[config.mk]
export PLATFORM = sky130hd
export DESIGN_NAME = key_event_ctrl_flat
export DESIGN_NICKNAME = d
export VERILOG_FILES = /design/src/rtl/key_event_ctrl_if.sv /design/src/rtl/key_event_ctrl.sv /design/src/flat_wrapper.sv
export SDC_FILE = /design/constraint.sdc
export NUM_CORES = 1
export LEC_CHECK = 0
export BUFFER_PORTS_ARGS = -buffer_cell sky130_fd_sc_hd__buf_2
export CAP_MARGIN = 20
export CORE_ASPECT_RATIO = 0.9
export CORE_UTILIZATION = 63
export CTS_CLUSTER_SIZE = 24
export DETAILED_ROUTE_END_ITERATION = 10
export PLACE_DENSITY = 0.85
export SETUP_SLACK_MARGIN = 0.4
export SYNTH_ARGS = -nofsm -noshare
export SYNTH_HDL_FRONTEND = slang
export SYNTH_SLANG_ARGS = --single-unit
[constraint.sdc]
create_clock -name clk -period 6.9 [get_ports clk]
set_input_delay 2.07 -clock clk [delete_from_list [all_inputs] [get_ports clk]]
set_output_delay 2.07 -clock clk [all_outputs]
set_load 0.05 [all_outputs]
[src/rtl/key_event_ctrl_if.sv]
// Bundle of the key-event controller signals between the key debouncer / switch
// bank / CPU read path and the controller itself.
//   key_db    : debounced key level (synchronous to clk)
//   sw_i      : switch bank, captured on event cycles
//   rd_i      : one-cycle CPU read strobe
//   event_o   : one-cycle pulse per press or repeat event
//   press_o   : one-cycle pulse on the initial press only
//   long_o    : high while auto-repeating
//   data_o    : switch value captured at the last event
//   valid_o   : data_o holds unread data
//   overrun_o : sticky, an event overwrote unread data
// master drives the inputs and observes the outputs; slave is the controller.
interface key_event_ctrl_if #(
  parameter int DATA_W = 16
) ();
  logic              key_db;
  logic [DATA_W-1:0] sw_i;
  logic              rd_i;
  logic              event_o;
  logic              press_o;
  logic              long_o;
  logic [DATA_W-1:0] data_o;
  logic              valid_o;
  logic              overrun_o;

  modport master (
    output key_db, sw_i, rd_i,
    input  event_o, press_o, long_o, data_o, valid_o, overrun_o
  );

  modport slave (
    input  key_db, sw_i, rd_i,
    output event_o, press_o, long_o, data_o, valid_o, overrun_o
  );
endinterface

[src/rtl/key_event_ctrl.sv]
// Turns the debounced key level into CPU-visible input events: a press event
// on the rising edge, then auto-repeat events after HOLD_CYC cycles held,
// every REPEAT_CYC cycles. Each event captures the switch bank into data_o
// with a valid/read handshake and a sticky overrun flag.
// Ports:
//   clk : system clock
//   rst : asynchronous, active-high reset
//   bus : key_event_ctrl_if.slave (key_db, sw_i, rd_i in; event_o, press_o,
//         long_o, data_o, valid_o, overrun_o out)
module key_event_ctrl #(
  parameter int DATA_W     = 16,
  parameter int HOLD_CYC   = 50_000_000,
  parameter int REPEAT_CYC = 10_000_000
) (
  input logic             clk,
  input logic             rst,
  key_event_ctrl_if.slave bus
);

  typedef enum logic [1:0] {IDLE, PRESSED, REPEAT} state_t;

  localparam logic [25:0] HOLD_LAST = 26'(HOLD_CYC - 1);
  localparam logic [25:0] REP_LAST  = 26'(REPEAT_CYC - 1);

  state_t            state, state_nx;
  logic              key_q;
  logic [25:0]       hold_cnt, rep_cnt;
  logic              rise, hold_term, rep_term;
  logic              ev, press;

  logic              event_q, press_q, long_q, valid_q, overrun_q;
  logic [DATA_W-1:0] data_q;

  assign rise      = bus.key_db & ~key_q;
  assign hold_term = (hold_cnt == HOLD_LAST);
  assign rep_term  = (rep_cnt == REP_LAST);

  // State register
  always_ff @(posedge clk or posedge rst) begin
    if (rst) state <= IDLE;
    else     state <= state_nx;
  end

  // Next-state logic
  always_comb begin
    state_nx = state;
    case (state)
      IDLE:    if (rise) state_nx = PRESSED;
      PRESSED: begin
        if (!bus.key_db)    state_nx = IDLE;
        else if (hold_term) state_nx = REPEAT;
      end
      REPEAT:  if (!bus.key_db) state_nx = IDLE;
      default: state_nx = IDLE;
    endcase
  end

  // Event decode; a release sampled on a terminal-count edge suppresses the event
  always_comb begin
    ev    = 1'b0;
    press = 1'b0;
    case (state)
      IDLE: begin
        ev    = rise;
        press = rise;
      end
      PRESSED: ev = bus.key_db & hold_term;
      REPEAT:  ev = bus.key_db & rep_term;
      default: ;
    endcase
  end

  // Edge detector and hold/repeat counters
  always_ff @(posedge clk or posedge rst) begin
    if (rst) begin
      key_q    <= 1'b0;
      hold_cnt <= '0;
      rep_cnt  <= '0;
    end else begin
      key_q <= bus.key_db;
      case (state)
        IDLE: hold_cnt <= '0;
        PRESSED: begin
          if (bus.key_db) begin
            if (hold_term) rep_cnt  <= '0;
            else           hold_cnt <= hold_cnt + 26'd1;
          end
        end
        REPEAT: begin
          if (bus.key_db) rep_cnt <= rep_term ? '0 : rep_cnt + 26'd1;
        end
        default: ;
      endcase
    end
  end

  // Registered outputs and read handshake; a read coinciding with an event
  // consumes the old data, so the new capture stays valid without overrun.
  always_ff @(posedge clk or posedge rst) begin
    if (rst) begin
      event_q   <= 1'b0;
      press_q   <= 1'b0;
      long_q    <= 1'b0;
      valid_q   <= 1'b0;
      overrun_q <= 1'b0;
      data_q    <= '0;
    end else begin
      event_q <= ev;
      press_q <= press;
      long_q  <= (state_nx == REPEAT);
      if (ev) begin
        data_q  <= bus.sw_i;
        valid_q <= 1'b1;
      end else if (bus.rd_i) begin
        valid_q <= 1'b0;
      end
      if (bus.rd_i)          overrun_q <= 1'b0;
      else if (ev & valid_q) overrun_q <= 1'b1;
    end
  end

  assign bus.event_o   = event_q;
  assign bus.press_o   = press_q;
  assign bus.long_o    = long_q;
  assign bus.data_o    = data_q;
  assign bus.valid_o   = valid_q;
  assign bus.overrun_o = overrun_q;

endmodule

[src/flat_wrapper.sv]
// flat-port wrapper written by rule: the top's interface ports become plain ports
module key_event_ctrl_flat 
#(
  parameter int DATA_W     = 16,
  parameter int HOLD_CYC   = 50_000_000,
  parameter int REPEAT_CYC = 10_000_000
)
  (clk, rst, bus_key_db, bus_sw_i, bus_rd_i, bus_event_o, bus_press_o, bus_long_o, bus_data_o, bus_valid_o, bus_overrun_o);
  key_event_ctrl_if #(.DATA_W(DATA_W)) bus_i ();
  input logic clk;
  input logic rst;
  input wire logic [$bits(bus_i.key_db)-1:0] bus_key_db;
  input wire logic [$bits(bus_i.sw_i)-1:0] bus_sw_i;
  input wire logic [$bits(bus_i.rd_i)-1:0] bus_rd_i;
  output wire logic [$bits(bus_i.event_o)-1:0] bus_event_o;
  output wire logic [$bits(bus_i.press_o)-1:0] bus_press_o;
  output wire logic [$bits(bus_i.long_o)-1:0] bus_long_o;
  output wire logic [$bits(bus_i.data_o)-1:0] bus_data_o;
  output wire logic [$bits(bus_i.valid_o)-1:0] bus_valid_o;
  output wire logic [$bits(bus_i.overrun_o)-1:0] bus_overrun_o;
  assign bus_i.key_db = bus_key_db;
  assign bus_i.sw_i = bus_sw_i;
  assign bus_i.rd_i = bus_rd_i;
  assign bus_event_o = bus_i.event_o;
  assign bus_press_o = bus_i.press_o;
  assign bus_long_o = bus_i.long_o;
  assign bus_data_o = bus_i.data_o;
  assign bus_valid_o = bus_i.valid_o;
  assign bus_overrun_o = bus_i.overrun_o;
  key_event_ctrl #(.DATA_W(DATA_W), .HOLD_CYC(HOLD_CYC), .REPEAT_CYC(REPEAT_CYC)) u_core (.clk(clk), .rst(rst), .bus(bus_i));
endmodule
Yosys cells after proc, flatten, opt, wreduce, memory -nomap -nowiden
Index checks and enable logic that the tools add are counted.
W data, S select, Z words.

storage, ports and cells
  flip-flop bits (word level) = 76
  latch bits = 0
  RAM bits = 0
  bits in read-only memories = 0
  input bits = 20
  output and inout bits = 21
  logic and storage cells = 52
  memories kept = 0

cells by class
  add/subtract/negate cells = 2
  multipliers = 0
  div/mod/pow operators = 0
  order comparisons = 0
  equal/unequal tests = 9
  shifts and indexed selects = 0
  muxes and demuxes = 19
  bitwise logic cells = 5
  reductions and logical operators = 7

operators with widths
  kind                     count
  $mux W26                 6
  $pmux W26 S2             2
  $add A26 B1 Y26 const B  2
  $eq A26 B24 Y1 const B   1
  $eq A26 B26 Y1 const B   1
  $mux W2                  4
  $reduce_bool A2 Y1       4
  $ne A2 B2 Y1 const B     3
  $pmux W2 S3              1
  $mux W1                  5
  $and A1 B1 Y1            4
  $eq A2 B2 Y1 const B     2
  $reduce_and A4 Y1        1
  $pmux W1 S3              1
  $reduce_and A3 Y1        1
  $eq A2 B1 Y1 const B     1
  $logic_not A2 Y1         1
  $ne A2 B1 Y1 const B     1
  $not A1 Y1               1

Depth between registers and ports, before layout
Gate-level depths: netlist of the first run.

  depth in word-level cells = 6
  depth in mapped cells = 11
  mapped depth without buffers = 8

Worst setup path before layout of the first run
Ideal clock, no wire load.

  kind = input to register
  start = input port bus_key_db
  end = register u_core.hold_cnt[8]
  setup time = 0.078 ns
  arrival = 3.157 ns
  path slack = 3.665 ns
  stages = 5
  cell sequence = nand2_1 -> a221o_1 -> clkbuf_1 -> or3_1 -> a21oi_1

on the way
  word-level cells in the longest chain between the ends = 2

RTL lines
  item                         RTL line              source
  start, declared              flat_wrapper.sv:12    input wire logic [$bits(bus_i.key_db)-1:0] bus_key_db;
  $ne A2 B2 Y1 (no line)       --
  $reduce_and A3 Y1 (no line)  --
  end signal, assigned         key_event_ctrl.sv:86  else hold_cnt <= hold_cnt + 26'd1;
  end, declared                key_event_ctrl.sv:27  logic [25:0] hold_cnt, rep_cnt;

No other way between the ends.
A chain may end at the register's enable or synchronous reset.

Worst setup path in the final report of the first run
  start = input port bus_key_db
  end = register u_core.hold_cnt[25]

The elaborated chain is that of the path after synthesis.

==> metrics.txt, run 1 <==
DP Area 4064 um^2; Die H 75.90 um; Avg WL per Cell 15.63 um; final worst-path cycle share 0.4852; Synth Area in XOR/XNOR 0.05041; count of cell types in the netlist 44; area added between synthesis and finish 12.41%; leakage 1.920 nW; Fin Setup TNS 0 ns; multiplexer share of the synthesized area 0.04714; synthesized flop and latch total 76; CTS tree yes; failing checks DRC; Worst-Skew Late Latency 0.36 ns; crit path DAT 3.63 ns; dpl cells 482; adder-cell share of the synthesized area 0.01964; ys async rst share 1.000; first-pass GRT wire length 13140 um; Clk Tree Root Cell clkbuf_8; initial antenna violation count 0; drt first pass iters 9; post-route setup slack 3.552 ns; worst path bufs/invs 1; Syn Inst Count 383; clk slew on worst S/H paths 0.08 ns; Max rail drop VDD 0.0001687 V; Final GP Congestion 0.8561; largest net degree at the start of global routing 77; slowest CP cell o21ba_2; Synth Warn # 0; Slew Viols, Final 0; CTS Buf Count 9; cell taking the most area after synthesis dfrtp_1; crit-path leading delay family simple AND/OR/NAND/NOR gates; Site Rows 26; post-CTS setup buffer count 0; Fillers 414; Port Buffers 40; vias in the first global route 2759; DR DRC count 18; Synth area leaders dfrtp_1, mux2_2, o21ai_0; Resized cells post-CTS 0; Slew @ Worst Pin 0.9324 ns; FMAX 0.2987 GHz; most frequent cell after synthesis dfrtp_1; minimum clock period 3.348 ns; nets 449; GR Overflow Total 0; crit path kind in -> reg; Hold Vio Cnt, Final 0; max cap viols 0; WHS Endpoint u_core.bus.data_o[7]$_DFFE_PP0P_; Post-synth EDFFs 0; main combinational cell family by area after synthesis simple AND/OR/NAND/NOR gates; pre-CTS worst setup slack 3.200 ns; skew final 0.01238 ns; Max-slew headroom 0.3784; PwrDens 303.0 nW/um^2; Seq/Total Area, Yosys 0.4975; RSZ-0062 raised after global routing false; Total GRT Usage 0.2675; startpoint types input port; Die ar. 6383 um^2; ANT cells 0; Post-Syn Area 3822 um^2; layout cells sized above 1 0.2009; CTS Sinks 76; Commonest cells post-synth dfrtp_1, nor2_1, o21ai_0; # hold bufs at CTS 0; CTS Buffer Depth 2; area fraction of the dominant cell type after synthesis 0.4975; FF-to-FF End u_core.rep_cnt[10]$_DFFE_PP0P_; total design power 0.001302 W; Initial Utilization 0.6638; Syn Area/Cell 9.980 um^2; dpl hpwl 5030 um; FF-to-FF Start u_core.hold_cnt[11]$_DFFE_PP0P_; Critical Path Sink Type register; ys flop type dfrtp_1; via count 3078; post-synthesis simple-gate area fraction 0.2370; run status finished, violations left; core area 5758 um^2; CP max stage delay 0.43 ns; antenna-violating nets left 0; DIE WIDTH 84.11 um; vias per cell 6.181; I/O Pins 41; H-tree depth 3; final non-filler cell total 498; drt total wl 7784 um; hold crit path type reg -> reg; largest fanout on the critical path 15; Hold Path Stages 1; data required time of the worst path 7.18 ns; Detailed Route Iter0 Violations 281; Finished Cell Area 4297 um^2; flop2flop setup slack 3.78 ns; hold_sp u_core.bus.data_o[7]$_DFFE_PP0P_; Compound-Gate Fraction of Synth Area 0.1214; final setup vio count 0; Mapped Nets 409; worst-path cell chain buf_2, nand2_1, o21ba_2, nand4_1, or3_1, a21oi_1; reg2reg path depth 6
[kinds of logic after synthesis]
| family | Yosys count |
|---|---|
| simple gates | 167 |
| compound gates | 73 |
| fa+ha+maj | 6 |
| mux | 16 |
| xor+xnor | 22 |
| buf+inv | 23 |
| flops | 76 |
[flip-flops by register name (all words and copies together) (netlist names)]
register and count:
u_core.hold_cnt 26, u_core.bus.valid_o 1, u_core.bus.press_o 1, u_core.bus.data_o 16, u_core.bus.overrun_o 1, u_core.rep_cnt 26
u_core.bus.long_o 1, u_core.key_q 1, u_core.bus.event_o 1, u_core.state 2
[through the flow]
step / utilization / hold slack (ns)
3_5_place_dp: 0.7058 / 0.4897
6_report: 0.7462 / 0.5064
4_1_cts: 0.7462 / 0.5094
2_1_floorplan: - / 0.4630
5_1_grt: 0.7462 / 0.5238
3_3_place_gp: 0.7058 / 0.4812
[area by class of cell]
type / count / area (um^2) / share of cell area
timing repair buffer: 43 / 222.7 / 0.05183
multi-input combinational: 284 / 1818 / 0.4231
tap: 70 / 87.58 / 0.02038
clock inverter: 6 / 95.09 / 0.02213
inverter: 9 / 33.78 / 0.007863
sequential: 76 / 1902 / 0.4426
clock buffer: 10 / 137.6 / 0.03203
[power breakdown]
part	internal (W)	leakage [nW]	switching, W	total, W
Combinational	0.0000976	0.796	0.000281	0.000379
Sequential	0.000499	1.01	0.0000306	0.000530
Clock	0.000217	0.111	0.000177	0.000394
Total	0.000814	1.92	0.000488	0.00130
[routing by layer]
metal | track usage | vias to the layer above | wire length (um)
met5 | 0 | - | 0
met4 | 0.1092 | 0 | 133
met3 | 0.05959 | 11 | 424
met2 | 0.4235 | 99 | 3660
met1 | 0.3668 | 1489 | 3566
li1 | - | 1479 | -
[how the worst max path moves through the flow]
stage / end / startpoint / depth (start not counted) / slack [ns]
2_1_floorplan: u_core.bus.data_o[0]$_DFFE_PP0P_ / rst / 1 / 2.89
3_3_place_gp: u_core.hold_cnt[23]$_DFFE_PP0P_ / bus_key_db / 6 / 3.31
3_5_place_dp: u_core.hold_cnt[23]$_DFFE_PP0P_ / bus_key_db / 6 / 3.20
4_1_cts: u_core.hold_cnt[25]$_DFFE_PP0P_ / bus_key_db / 6 / 3.57
5_1_grt: u_core.hold_cnt[25]$_DFFE_PP0P_ / bus_key_db / 6 / 3.39
6_report: u_core.hold_cnt[25]$_DFFE_PP0P_ / bus_key_db / 6 / 3.55
[layout by cell type, fill, tap and decap left out, types with 2 or more instances in the layout]
| cell | synthesis | final |
|---|---|---|
| dfrtp_1 | 76 | 76 |
| buf_2 | 1 | 40 |
| nor2_1 | 32 | 32 |
| o21ai_0 | 31 | 31 |
| nand3_1 | 24 | 24 |
| nand2_1 | 24 | 24 |
| and3_1 | 19 | 19 |
| a21oi_1 | 19 | 19 |
| mux2_2 | 16 | 16 |
| xor2_1 | 15 | 15 |
| nand4_1 | 13 | 13 |
| or3_1 | 10 | 10 |
| nor3_1 | 10 | 10 |
| clkbuf_8 | 0 | 10 |
| inv_1 | 9 | 8 |
| o31ai_1 | 7 | 7 |
| xnor2_1 | 7 | 7 |
| nand2b_1 | 6 | 6 |
| ha_1 | 6 | 6 |
| and4_1 | 5 | 5 |
| o41ai_1 | 4 | 4 |
| nor2b_1 | 4 | 4 |
| or2_2 | 3 | 3 |
| or4_1 | 3 | 3 |
| nor4_1 | 3 | 3 |
| o211ai_1 | 3 | 3 |
| nand3b_1 | 3 | 3 |
| buf_4 | 0 | 3 |
| or4b_1 | 2 | 2 |
| bufinv_16 | 0 | 2 |
| clkinvlp_4 | 0 | 2 |
Note: power is estimated with default switching activity, not from simulation.
==> run 2, diff against run 1 <==
ABC_AREA = 1   (was default)
CORE_UTILIZATION = 60   (was 63)
PLACE_DENSITY = 0.8   (was 0.85)
clock period = 3.3 ns   (was 6.9 ns; I/O delays follow)
==> metrics.txt, run 2 <==
largest fanout on the critical path 34 (+19); Fin Setup TNS 0 ns (unchanged); max cap viols 0 (unchanged); count of cell types in the netlist 30 (-32%); Syn Inst Count 677 (+77%); busiest grt layer met1; Max rail drop VDD 0.0004700 V (+180%); crit path to u_core.rep_cnt[24]$_DFFE_PP0P_; Seq/Total Area, Yosys 0.4070 (-0.09058); area fraction of the dominant cell type after synthesis 0.4070 (-0.09058); Post-Syn Area 4673 um^2 (+22%); FMAX 0.4148 GHz; PwrDens 531.7 nW/um^2 (+75%); Max-slew headroom 0.5790 (+0.2006); DR DRC count 0 (-18); leading cell type in the layout, fill and taps excluded nand2_1; crit path kind reg -> reg; startpoint types register; final worst-path cycle share 0.7306; core area 7545 um^2 (+31%); I/O Pins 41 (unchanged); first-pass GRT wire length 19240 um (+46%); Crit. Startpoint u_core.state[0]$_DFF_PP0_; skew final 0.009772 ns (-0.002603 ns); RSZ-0062 raised after global routing false; Fillers 681 (+64%); final non-filler cell total 816 (+64%); post-CTS setup buffer count 0 (unchanged); layout cells sized above 1 0.1069 (-0.09399); Initial Utilization 0.6194 (-0.04444); Die ar. 8146 um^2 (+28%); Site Rows 30 (+15%); dpl hpwl 8549 um (+70%); antenna-violating nets left 0 (unchanged); cell taking the most area after synthesis dfrtp_1; Hold Path Stages 2 (+1); ANT cells 0 (unchanged); initial antenna violation count 0 (unchanged); Synth Warn # 0 (unchanged); GR Overflow Total 0 (unchanged); H-tree depth 3 (unchanged); Final GP Congestion 0.9595 (+12%); leakage 2.379 nW (+24%); run status finished, final reports clean; DIE WIDTH 95.03 um (+13%); area added between synthesis and finish 9.344%; Syn Area/Cell 6.903 um^2 (-31%); dpl cells 800 (+66%); Mapped Nets 703 (+72%); most frequent cell after synthesis nand2_1; FF-to-FF End u_core.rep_cnt[24]$_DFFE_PP0P_; vias in the first global route 4001 (+45%); hold crit path type reg -> reg; Total GRT Usage 0.3045 (+0.03696); data required time of the worst path 3.53 ns (-3.65 ns); minimum hold slack 0.4770 ns (-0.02946 ns); drt total wl 11610 um (+49%); Slew @ Worst Pin 0.6308 ns (-0.3016 ns); Hold Vio Cnt, Final 0 (unchanged); CTS Buffer Depth 2 (unchanged); largest net degree at the start of global routing 44 (-43%); Resized cells post-CTS 0 (unchanged); Avg WL per Cell 14.22 um (-9.0%); FF-to-FF Start u_core.state[0]$_DFF_PP0_; synthesized flop and latch total 76 (unchanged); Worst-Skew Late Latency 0.36 ns (about the same); drt first pass iters 7 (-2); Post-synth EDFFs 0 (unchanged); nets 741 (+65%); met3 Usage GRT 0.08865 (+0.02906); via count 4506 (+46%); final core occ 0.6773 (-0.06892); # hold bufs at CTS 0 (unchanged); met1 usage 0.4608 (+0.09407); Detailed Route Iter0 Violations 374 (+33%); ys async rst share 1.000 (unchanged); clk slew on worst S/H paths 0.08 ns (about the same); Clk Tree Root Cell clkbuf_8; CTS Buf Count 9 (unchanged); CTS tree yes; Synth area leaders dfrtp_1, nand2_1, nand3_1; Critical Path Sink Type register; Die H 85.73 um (+13%); CTS Sinks 76 (unchanged); total design power 0.002717 W (+110%); Commonest cells post-synth nand2_1, nor2_1, dfrtp_1; crit path DAT 2.64 ns (-0.99 ns); flop2flop setup slack 0.89 ns (-2.89 ns); ys flop type dfrtp_1; Port Buffers 40 (unchanged); commonest cells after routing, fill and taps aside nand2_1, nor2_1, dfrtp_1; Slew Viols, Final 0 (unchanged); grt met2 use 0.4258 (+0.002271); vias per cell 5.522 (-11%); reg2reg path depth 9 (+3); final setup vio count 0 (unchanged); minimum clock period 2.411 ns
-- run 2: how the worst min path moves through the flow --
stage,from,endpoint,slack (ns)
after floorplan,u_core.rep_cnt[3]$_DFFE_PP0P_,u_core.rep_cnt[3]$_DFFE_PP0P_,0.47
after global placement,u_core.bus.data_o[2]$_DFFE_PP0P_,u_core.bus.data_o[2]$_DFFE_PP0P_,0.45
after detailed placement,u_core.bus.data_o[10]$_DFFE_PP0P_,u_core.bus.data_o[10]$_DFFE_PP0P_,0.46
after CTS,u_core.bus.data_o[4]$_DFFE_PP0P_,u_core.bus.data_o[4]$_DFFE_PP0P_,0.48
after global routing,u_core.bus.data_o[4]$_DFFE_PP0P_,u_core.bus.data_o[4]$_DFFE_PP0P_,0.50
final,u_core.bus.data_o[4]$_DFFE_PP0P_,u_core.bus.data_o[4]$_DFFE_PP0P_,0.48
-- run 2: layout make-up --
class	instances	area (um^2)	share of cell area
inverter	65	249.0	0.04873
tap	96	120.1	0.02351
clock buffer	12	145.1	0.02840
multi-input combinational	518	2424	0.4743
timing repair buffer	45	237.7	0.04652
sequential	76	1902	0.3722
clock inverter	4	32.53	0.006366
-- run 2: report_power, final --
part	internal, W	switching, W
Combinational	0.000184	0.000743
Sequential	0.00105	0.0000744
Clock	0.000298	0.000371
-- run 2: per-stage QoR --
| step | worst slack, ns | cell area [um^2] |
|---|---|---|
| after floorplan | 1.456 | 4677 |
| after global placement | 0.9103 | 4932 |
| after detailed placement | 0.7823 | 4932 |
| after CTS | 0.8697 | 5110 |
| after global routing | 0.6235 | 5110 |
| final | 0.8889 | 5110 |
-- run 2: metal layers --
metal,wire length [um],part of all wire,vias up
li1,-,-,2243
met1,5703,0.49,2082
met2,4835,0.42,162
met3,931,0.080,19
met4,136,0.012,0
met5,0,0,-
-- run 2: logic make-up after synthesis --
family	synth area share
buffers and inverters	0.07443
adders and majority gates	0.01606
AOI/OAI and AO/OA	0.05462
DFF	0.4070
and+or+nand+nor	0.4011
xor gates and xnor gates	0.04685
-- run 2: worst max-delay path: stages, from the launching register on --
cell	delay (ns)
dfrtp_1	0.40
inv_1	0.08
ha_1	0.20
buf_4	0.23
o21ai_0	0.25
inv_1	0.08
nand2_2	0.29
clkinv_2	0.44
nand4_1	0.19
o21ai_0	0.11
